[src/rtl/masked_pkg.sv]
// Shared helpers for the masked Kogge-Stone adder: prefix depth, randomness
// budget and per-level randomness offsets, all as constant functions.
package masked_pkg;

  localparam int MAX_WIDTH = 64;

  typedef struct packed {
    logic [MAX_WIDTH-1:0] sh0;
    logic [MAX_WIDTH-1:0] sh1;
  } share_pair_t;

  function automatic bit ks_width_ok(input int width);
    return (width >= 2) && ((width & (width - 1)) == 0);
  endfunction

  function automatic int ks_levels(input int width);
    int lv;
    lv = 0;
    for (int k = 0; (1 << k) < width; k++) lv = k + 1;
    return lv;
  endfunction

  // Stage 0 takes the lowest width bits; level l then takes 2*(width-2^l).
  function automatic int ks_rnd_off(input int width, input int level);
    int off;
    off = width;
    for (int k = 0; k < level; k++) off += 2 * (width - (1 << k));
    return off;
  endfunction

  function automatic int ks_rnd_w(input int width);
    return ks_rnd_off(width, ks_levels(width));
  endfunction

endpackage

[src/rtl/dom_and_reg.sv]
// One-bit registered DOM AND: the four partial products are registered and
// compressed per domain only after the register.
module dom_and_reg
  import masked_pkg::*;
(
  input  logic clk,
  input  logic rst,
  input  logic en,
  input  logic x0,
  input  logic x1,
  input  logic y0,
  input  logic y1,
  input  logic z,
  output logic q0,
  output logic q1
);

  logic t00_p0, t01_p0, t10_p0, t11_p0;

  always_ff @(posedge clk or posedge rst) begin
    if (rst) begin
      t00_p0 <= 1'b0;
      t01_p0 <= 1'b0;
      t10_p0 <= 1'b0;
      t11_p0 <= 1'b0;
    end else if (en) begin
      t00_p0 <= x0 & y0;
      t01_p0 <= (x0 & y1) ^ z;
      t10_p0 <= (x1 & y0) ^ z;
      t11_p0 <= x1 & y1;
    end
  end

  assign q0 = t00_p0 ^ t01_p0;
  assign q1 = t10_p0 ^ t11_p0;

endmodule

[src/rtl/masked_ks_adder.sv]
// Pipelined two-share DOM-masked Kogge-Stone adder; every non-linear stage is
// registered, consumes fresh randomness and is enabled by its own valid bit.
module masked_ks_adder
  import masked_pkg::*;
#(
  parameter  int WIDTH  = 8,
  localparam int LEVELS = ks_levels(WIDTH),
  localparam int RND_W  = ks_rnd_w(WIDTH)
) (
  input  logic             i_clk,
  input  logic             i_rst,
  input  logic             i_valid,
  input  logic [WIDTH-1:0] i_a0,
  input  logic [WIDTH-1:0] i_a1,
  input  logic [WIDTH-1:0] i_b0,
  input  logic [WIDTH-1:0] i_b1,
  input  logic [RND_W-1:0] i_rnd,
  output logic             o_valid,
  output logic [WIDTH-1:0] o_s0,
  output logic [WIDTH-1:0] o_s1,
  output logic             o_cout0,
  output logic             o_cout1
);

  if (!ks_width_ok(WIDTH) || WIDTH > MAX_WIDTH) begin : g_bad_width
    $error("masked_ks_adder: WIDTH must be a power of two between 2 and %0d", MAX_WIDTH);
  end

  // Index k holds the G/P shares entering level k; index LEVELS feeds the output stage.
  wire  [WIDTH-1:0] g_s0 [0:LEVELS];
  wire  [WIDTH-1:0] g_s1 [0:LEVELS];
  wire  [WIDTH-1:0] p_s0 [0:LEVELS];
  wire  [WIDTH-1:0] p_s1 [0:LEVELS];

  logic [LEVELS:0]  vld_p;
  logic [WIDTH-1:0] pd0_p [0:LEVELS];
  logic [WIDTH-1:0] pd1_p [0:LEVELS];

  // ---- stage 0: generate via DOM AND, propagate is linear per share ----
  for (genvar i = 0; i < WIDTH; i++) begin : g_stage0
    dom_and_reg u_g (
      .clk (i_clk),
      .rst (i_rst),
      .en  (i_valid),
      .x0  (i_a0[i]),
      .x1  (i_a1[i]),
      .y0  (i_b0[i]),
      .y1  (i_b1[i]),
      .z   (i_rnd[i]),
      .q0  (g_s0[0][i]),
      .q1  (g_s1[0][i])
    );
  end

  assign p_s0[0] = pd0_p[0];
  assign p_s1[0] = pd1_p[0];

  always_ff @(posedge i_clk or posedge i_rst) begin
    if (i_rst) begin
      vld_p <= '0;
      for (int k = 0; k <= LEVELS; k++) begin
        pd0_p[k] <= '0;
        pd1_p[k] <= '0;
      end
    end else begin
      vld_p <= {vld_p[LEVELS-1:0], i_valid};
      if (i_valid) begin
        pd0_p[0] <= i_a0 ^ i_b0;
        pd1_p[0] <= i_a1 ^ i_b1;
      end
      for (int k = 0; k < LEVELS; k++) begin
        if (vld_p[k]) begin
          pd0_p[k+1] <= pd0_p[k];
          pd1_p[k+1] <= pd1_p[k];
        end
      end
    end
  end

  // ---- prefix levels: distance D = 2^l, each level one register deep ----
  for (genvar l = 0; l < LEVELS; l++) begin : g_level
    localparam int D   = 1 << l;
    localparam int OFF = ks_rnd_off(WIDTH, l);

    for (genvar i = 0; i < WIDTH; i++) begin : g_bit
      if (i >= D) begin : g_mix
        logic gk0_p, gk1_p;
        logic gq0, gq1, pq0, pq1;

        dom_and_reg u_gg (
          .clk (i_clk),
          .rst (i_rst),
          .en  (vld_p[l]),
          .x0  (p_s0[l][i]),
          .x1  (p_s1[l][i]),
          .y0  (g_s0[l][i-D]),
          .y1  (g_s1[l][i-D]),
          .z   (i_rnd[OFF+i-D]),
          .q0  (gq0),
          .q1  (gq1)
        );

        dom_and_reg u_pp (
          .clk (i_clk),
          .rst (i_rst),
          .en  (vld_p[l]),
          .x0  (p_s0[l][i]),
          .x1  (p_s1[l][i]),
          .y0  (p_s0[l][i-D]),
          .y1  (p_s1[l][i-D]),
          .z   (i_rnd[OFF+WIDTH-D+i-D]),
          .q0  (pq0),
          .q1  (pq1)
        );

        // The linear G_i term is delayed so it lines up with the registered product.
        always_ff @(posedge i_clk or posedge i_rst) begin
          if (i_rst) begin
            gk0_p <= 1'b0;
            gk1_p <= 1'b0;
          end else if (vld_p[l]) begin
            gk0_p <= g_s0[l][i];
            gk1_p <= g_s1[l][i];
          end
        end

        assign g_s0[l+1][i] = gk0_p ^ gq0;
        assign g_s1[l+1][i] = gk1_p ^ gq1;
        assign p_s0[l+1][i] = pq0;
        assign p_s1[l+1][i] = pq1;
      end else begin : g_pass
        logic g0_p, g1_p, p0_p, p1_p;

        always_ff @(posedge i_clk or posedge i_rst) begin
          if (i_rst) begin
            g0_p <= 1'b0;
            g1_p <= 1'b0;
            p0_p <= 1'b0;
            p1_p <= 1'b0;
          end else if (vld_p[l]) begin
            g0_p <= g_s0[l][i];
            g1_p <= g_s1[l][i];
            p0_p <= p_s0[l][i];
            p1_p <= p_s1[l][i];
          end
        end

        assign g_s0[l+1][i] = g0_p;
        assign g_s1[l+1][i] = g1_p;
        assign p_s0[l+1][i] = p0_p;
        assign p_s1[l+1][i] = p1_p;
      end
    end
  end

  // The final-level group propagate has no consumer.
  wire unused_p0 = &p_s0[LEVELS];
  wire unused_p1 = &p_s1[LEVELS];

  // ---- output stage: sum = p ^ carry-in (G shifted up), per share ----
  logic [WIDTH-1:0] s0_p, s1_p;
  logic             c0_p, c1_p, ov_p;
  wire  [WIDTH-1:0] cin0 = {g_s0[LEVELS][WIDTH-2:0], 1'b0};
  wire  [WIDTH-1:0] cin1 = {g_s1[LEVELS][WIDTH-2:0], 1'b0};

  always_ff @(posedge i_clk or posedge i_rst) begin
    if (i_rst) begin
      ov_p <= 1'b0;
      s0_p <= '0;
      s1_p <= '0;
      c0_p <= 1'b0;
      c1_p <= 1'b0;
    end else begin
      ov_p <= vld_p[LEVELS];
      if (vld_p[LEVELS]) begin
        s0_p <= pd0_p[LEVELS] ^ cin0;
        s1_p <= pd1_p[LEVELS] ^ cin1;
        c0_p <= g_s0[LEVELS][WIDTH-1];
        c1_p <= g_s1[LEVELS][WIDTH-1];
      end
    end
  end

  assign o_valid = ov_p;
  assign o_s0    = s0_p;
  assign o_s1    = s1_p;
  assign o_cout0 = c0_p;
  assign o_cout1 = c1_p;

endmodule

[config.mk]
export PLATFORM = sky130hd
export DESIGN_NAME = masked_ks_adder
export DESIGN_NICKNAME = d
export VERILOG_FILES = /design/src/rtl/masked_pkg.sv /design/src/rtl/dom_and_reg.sv /design/src/rtl/masked_ks_adder.sv
export SDC_FILE = /design/constraint.sdc
export NUM_CORES = 1
export LEC_CHECK = 0
export BUFFER_PORTS_ARGS = -buffer_cell sky130_fd_sc_hd__buf_2
export CAP_MARGIN = 20
export CORE_ASPECT_RATIO = 0.9
export CORE_MARGIN = 1
export CORE_UTILIZATION = 36
export CTS_CLUSTER_SIZE = 8
export DETAILED_ROUTE_END_ITERATION = 8
export SETUP_SLACK_MARGIN = 0.1
export SYNTH_ARGS = -nofsm -noshare
export SYNTH_HDL_FRONTEND = slang
export SYNTH_HIERARCHICAL = 1
export SYNTH_SLANG_ARGS = --single-unit
[constraint.sdc]
create_clock -name i_clk -period 6.1 [get_ports i_clk]
set_clock_uncertainty 0.1 [all_clocks]
set_input_delay 0.915 -clock i_clk [delete_from_list [all_inputs] [get_ports i_clk]]
set_output_delay 0.915 -clock i_clk [all_outputs]
set_load 0.01 [all_outputs]
* Yosys cells after proc, flatten, opt, wreduce, memory -nomap -nowiden
Index checks and enable logic that the tools add are counted.
Widths: inputs -> output; s select.
** Cells by class
- Bitwise operators :: 318
** Operators by type and width (number)
- $xor 1x1->1 :: 174
- $and 1x1->1 :: 140
- $xor 8x8->8 :: 4
** Word-level totals
- Word-level logic and storage cells :: 520
- Register bits after elaboration :: 275
- Bits of input ports :: 77
- Output and inout port bits :: 19

* Longest topological paths before layout
- Word-level depth :: 4
- Mapped depth :: 4
- Depth with buffers taken out :: 4

* Cells and area by module
The synthesis kept the hierarchy.
** By module, submodules not included
- dom_and_reg :: times used 35, area an instance 203.9 um^2, cells each 21, seq. area each 100.1 um^2
- masked_ks_adder :: times used 1, area an instance 5477.8 um^2, cells each 380, seq. area each 3378.2 um^2

* Worst setup path after synthesis
OpenSTA, ideal clock, no wires.
- Kind :: register -> register
- Start :: register vld_p[0]
- End :: register g_level[0].g_bit[0].g_pass.g0_p
- Arrival :: 2.584 ns
- Path buffers :: 2
- Library setup time :: 0.125 ns
- Period minus slack after synthesis :: 2.809 ns
- Required time :: 5.875 ns
- Path slack :: 3.291 ns
- Cell stages (with the launch flop) :: 4
- Path through :: dfrtp_1 -> clkbuf_2 -> buf_6 -> mux2_2
** RTL lines
- start, declared :: line masked_ks_adder.sv:35 : logic [LEVELS:0] vld_p;
- start signal, assigned :: line masked_ks_adder.sv:66 : vld_p <= {vld_p[LEVELS-1:0], i_valid};
- end signal, assigned :: line masked_ks_adder.sv:141 : g0_p <= g_s0[l][i];
- end, declared :: line masked_ks_adder.sv:132 : logic g0_p, g1_p, p0_p, p1_p;
No word-level cell between the ends.

* Worst setup path after layout
- Start :: register vld_p[0]
- End :: register pd1_p[22] in the netlist's numbering
** RTL lines
- end signal, assigned by index :: line masked_ks_adder.sv:74 : pd1_p[k+1] <= pd1_p[k];
- end, declared :: line masked_ks_adder.sv:37 : logic [WIDTH-1:0] pd1_p [0:LEVELS];
No word-level cell between the ends.

==> flow_metrics.tcl <==
set metrics [dict create \
    synth.distinct_cells 19 \
    cts_max_path_buffers 3 \
    synth_seq_cells 275 \
    cts.repair.resized 0 \
    synthesis.nets 1192 \
    postSynth.asyncResetShare 1.000 \
    required_ps 6390 \
    max-slew-margin-rel 0.3464 \
    nNetsFinal 1310 \
    fin_area_um2 14690 \
    ir_drop_v 0.0001695 \
    grtUsageTotal 0.1502 \
    finalWeightedCongestion 0.7459 \
    power.density_nw_per_um2 413.9 \
    drt_first_pass_iters 5 \
    yosysSeqAreaShare 0.5455 \
    grt_max_degree 118 \
    pwr-share-seq 0.436 \
    vias 8232 \
    synth_edf_count 0 \
    total_power_mw 6.080 \
    syn2layout_area_growth_pct 16.44 \
    finalCriticalPeriod_ps 2178 \
    synth_top_cell_by_area "dfrtp_1" \
    cts_sinks 275 \
    core_um2 34270 \
    start_util 0.3681 \
    swShare 0.3010 \
    cts_root_buf "clkbuf_16" \
    final_antenna_net_count 0 \
    maxCapViolCount 0 \
    hold_violations 0 \
    drv_slew 0 \
    hold_buffers 0 \
    p_int_mw 4.250 \
    die_area_um2 35800 \
    crit_fanout 83 \
    rsz0062_at_grt "false" \
    synth_commonest_cells "dfrtp_1, nor2_1, inv_1" \
    drt_iter0_drc 486 \
    yosysWarnings 6 \
    netlist.area_leader.share 0.5455 \
    fin_crit_sh 0.3571 \
    cp_num_buf_inv 1 \
    postCtsSetupBuffers 0 \
    path_cells "buf_4 > mux2_2" \
    clkPwrFrac 0.324 \
    grt_pass1_vias 8161 \
    critical_path_class "register to register" \
    drive_gt1_frac 0.1872 \
    status "complete, no violations" \
    combPwrFrac 0.240 \
    cp-end-kind "register" \
    die_h_um 179.6 \
    routed_wl_mm 25.81 \
    row_count 64 \
    setup_slack_ps 3922 \
    setup_tns_ps 0 \
    antenna_found_initial 4 \
    yosysMostFrequentCell "dfrtp_1" \
    hpwl_mm 17.63 \
    synthTopCellsByArea "dfrtp_1, mux2_2, xor2_1, a21bo_1, nand3b_1" \
    clkTransAtPathRegs_ps 50 \
    worst_skew_pair.late_latency_ps 510 \
    die_w_um 199.3 \
    wl_per_cell_um 15.16 \
    ctsHtreeMaxLevel 2 \
    gr-total-overflow 0 \
    p_switching_mw 1.830 \
    grt_pass1_wl_mm 43.07 \
    cpMaxStageDelayCell "dfrtp_4" \
    synth_area_per_cell_um2 11.31 \
    worstMarginPinSlew_ps 977.1 \
    io_pins 96 \
    worstPathArrival_ps 2470 \
    synth_cells 1115 \
    p_leak_nw 6.572 \
    placed_area_um2 13570 \
    place.port_buffers 88 \
    drc 0 \
    synth_ff_type "dfrtp_1" \
    cp_top_family "flip-flops" \
    hold_class "register to register" \
    tritoncts "built" \
    max_freq_mhz 459.0 \
    via_per_inst 4.834 \
    start_kind "register" \
    cts_made_buffers 40 \
    syn_area_um2 12620 \
    critPathMaxStageDelay_ps 780 \
    setup-violations-final 0 \
    pre_cts_ws_ps 3657 \
]
==> final cells by class <==
cell class	instances	area (um^2)
inverter	106	402.9
clock buffer	45	1041
antenna	2	5.005
clock inverter	3	47.55
tap	462	578.1
sequential	275	6890
fill	3367	19580
multi-input combinational	716	5207
timing repair buffer	94	518.0
==> placed cells by master (no fill, tap or decap), types with 41 or more instances in the layout <==
master / instances
dfrtp_1: 272
nand3_1: 70
buf_2: 88
nor2_1: 108
a21bo_1: 70
inv_1: 105
xor2_1: 84
nand3b_1: 70
o21ai_0: 70
a31oi_1: 70
mux2_2: 90
clkbuf_16: 41
==> final timing paths <==
check	from	to	slack, ps	depth (start not counted)
worst max register to register	vld_p[0]	pd1_p[22]	3920	2
max in group asynchronous	i_rst	vld_p[2]	4280	4
worst min-delay path	pd1_p[18]	pd1_p[10]	400	1
worst max-delay path	vld_p[0]	pd1_p[22]	3920	2
min in group asynchronous	i_rst	g_level[2].g_bit[7].g_mix.u_gg/t01_p0	590	3
worst min register to register	pd1_p[18]	pd1_p[10]	400	1
==> worst register-to-register path: stages (launching register included) <==
cell and delay [ps]:
dfrtp_4 780, buf_4 710, mux2_2 470
==> registers in the layout, indices dropped and copies added (netlist names), 7 cells and up <==
name and count:
pd0_p 24, g_level.g_bit.g_mix.u_pp/t00_p0 10, g_stage0.u_g/t10_p0 8, g_stage0.u_g/t01_p0 8, g_level.g_bit.g_mix.gk0_p 17, g_level.g_bit.g_pass.g1_p 7
g_level.g_bit.g_mix.u_gg/t11_p0 17, g_level.g_bit.g_mix.u_gg/t00_p0 17, p_s0 8, g_level.g_bit.g_mix.u_pp/t10_p0 10, g_level.g_bit.g_mix.u_pp/t11_p0 10, g_level.g_bit.g_pass.g0_p 7
g_level.g_bit.g_mix.gk1_p 17, p_s1 8, g_level.g_bit.g_mix.u_gg/t01_p0 17, o_s0 8, g_stage0.u_g/t11_p0 8, g_level.g_bit.g_mix.u_pp/t01_p0 10
pd1_p 24, g_stage0.u_g/t00_p0 8, o_s1 8, g_level.g_bit.g_mix.u_gg/t10_p0 17
==> through the flow <==
stage,hold slack [ps],utilization,std cells
after floorplan,248.7,-,1115
after global placement,385.2,0.3959,1652
after detailed placement,391.6,0.3959,1652
after CTS,403.0,0.4277,1700
after global routing,413.5,0.4286,1702
final,399.8,0.4286,1703
==> power groups by stage <==
stage	logic, mW	registers (mW)	clock network (mW)
CTS	1.47	2.67	2.04
finish	1.46	2.65	1.97
global route	1.64	2.72	2.11
floorplan	1.05	2.62	0
global placement	1.44	2.68	0
detailed placement	1.46	2.69	0
==> logic make-up (layout without fill, tap and decap cells) <==
logic type | after synthesis | count (layout) | share of synthesized area
muxes | 92 | 92 | 0.08212
and+or+nand+nor | 248 | 248 | 0.1016
AOI/OAI and AO/OA | 248 | 248 | 0.1331
xor gates and xnor gates | 128 | 128 | 0.09600
buffers and inverters | 124 | 248 | 0.04175
other | 0 | 2 | 0
DFF | 275 | 275 | 0.5455
==> layer usage <==
layer  part of all wire  vias to the layer above  track usage  routed length, um
li1                   -                     4099            -                  -
met1               0.52                     3956       0.2289              13410
met2               0.42                      124       0.2145              10850
met3              0.039                       49      0.02852               1018
met4              0.020                        4      0.04277                513
met5            0.00070                        -            0                 18
(Power assumes the default switching activity.)
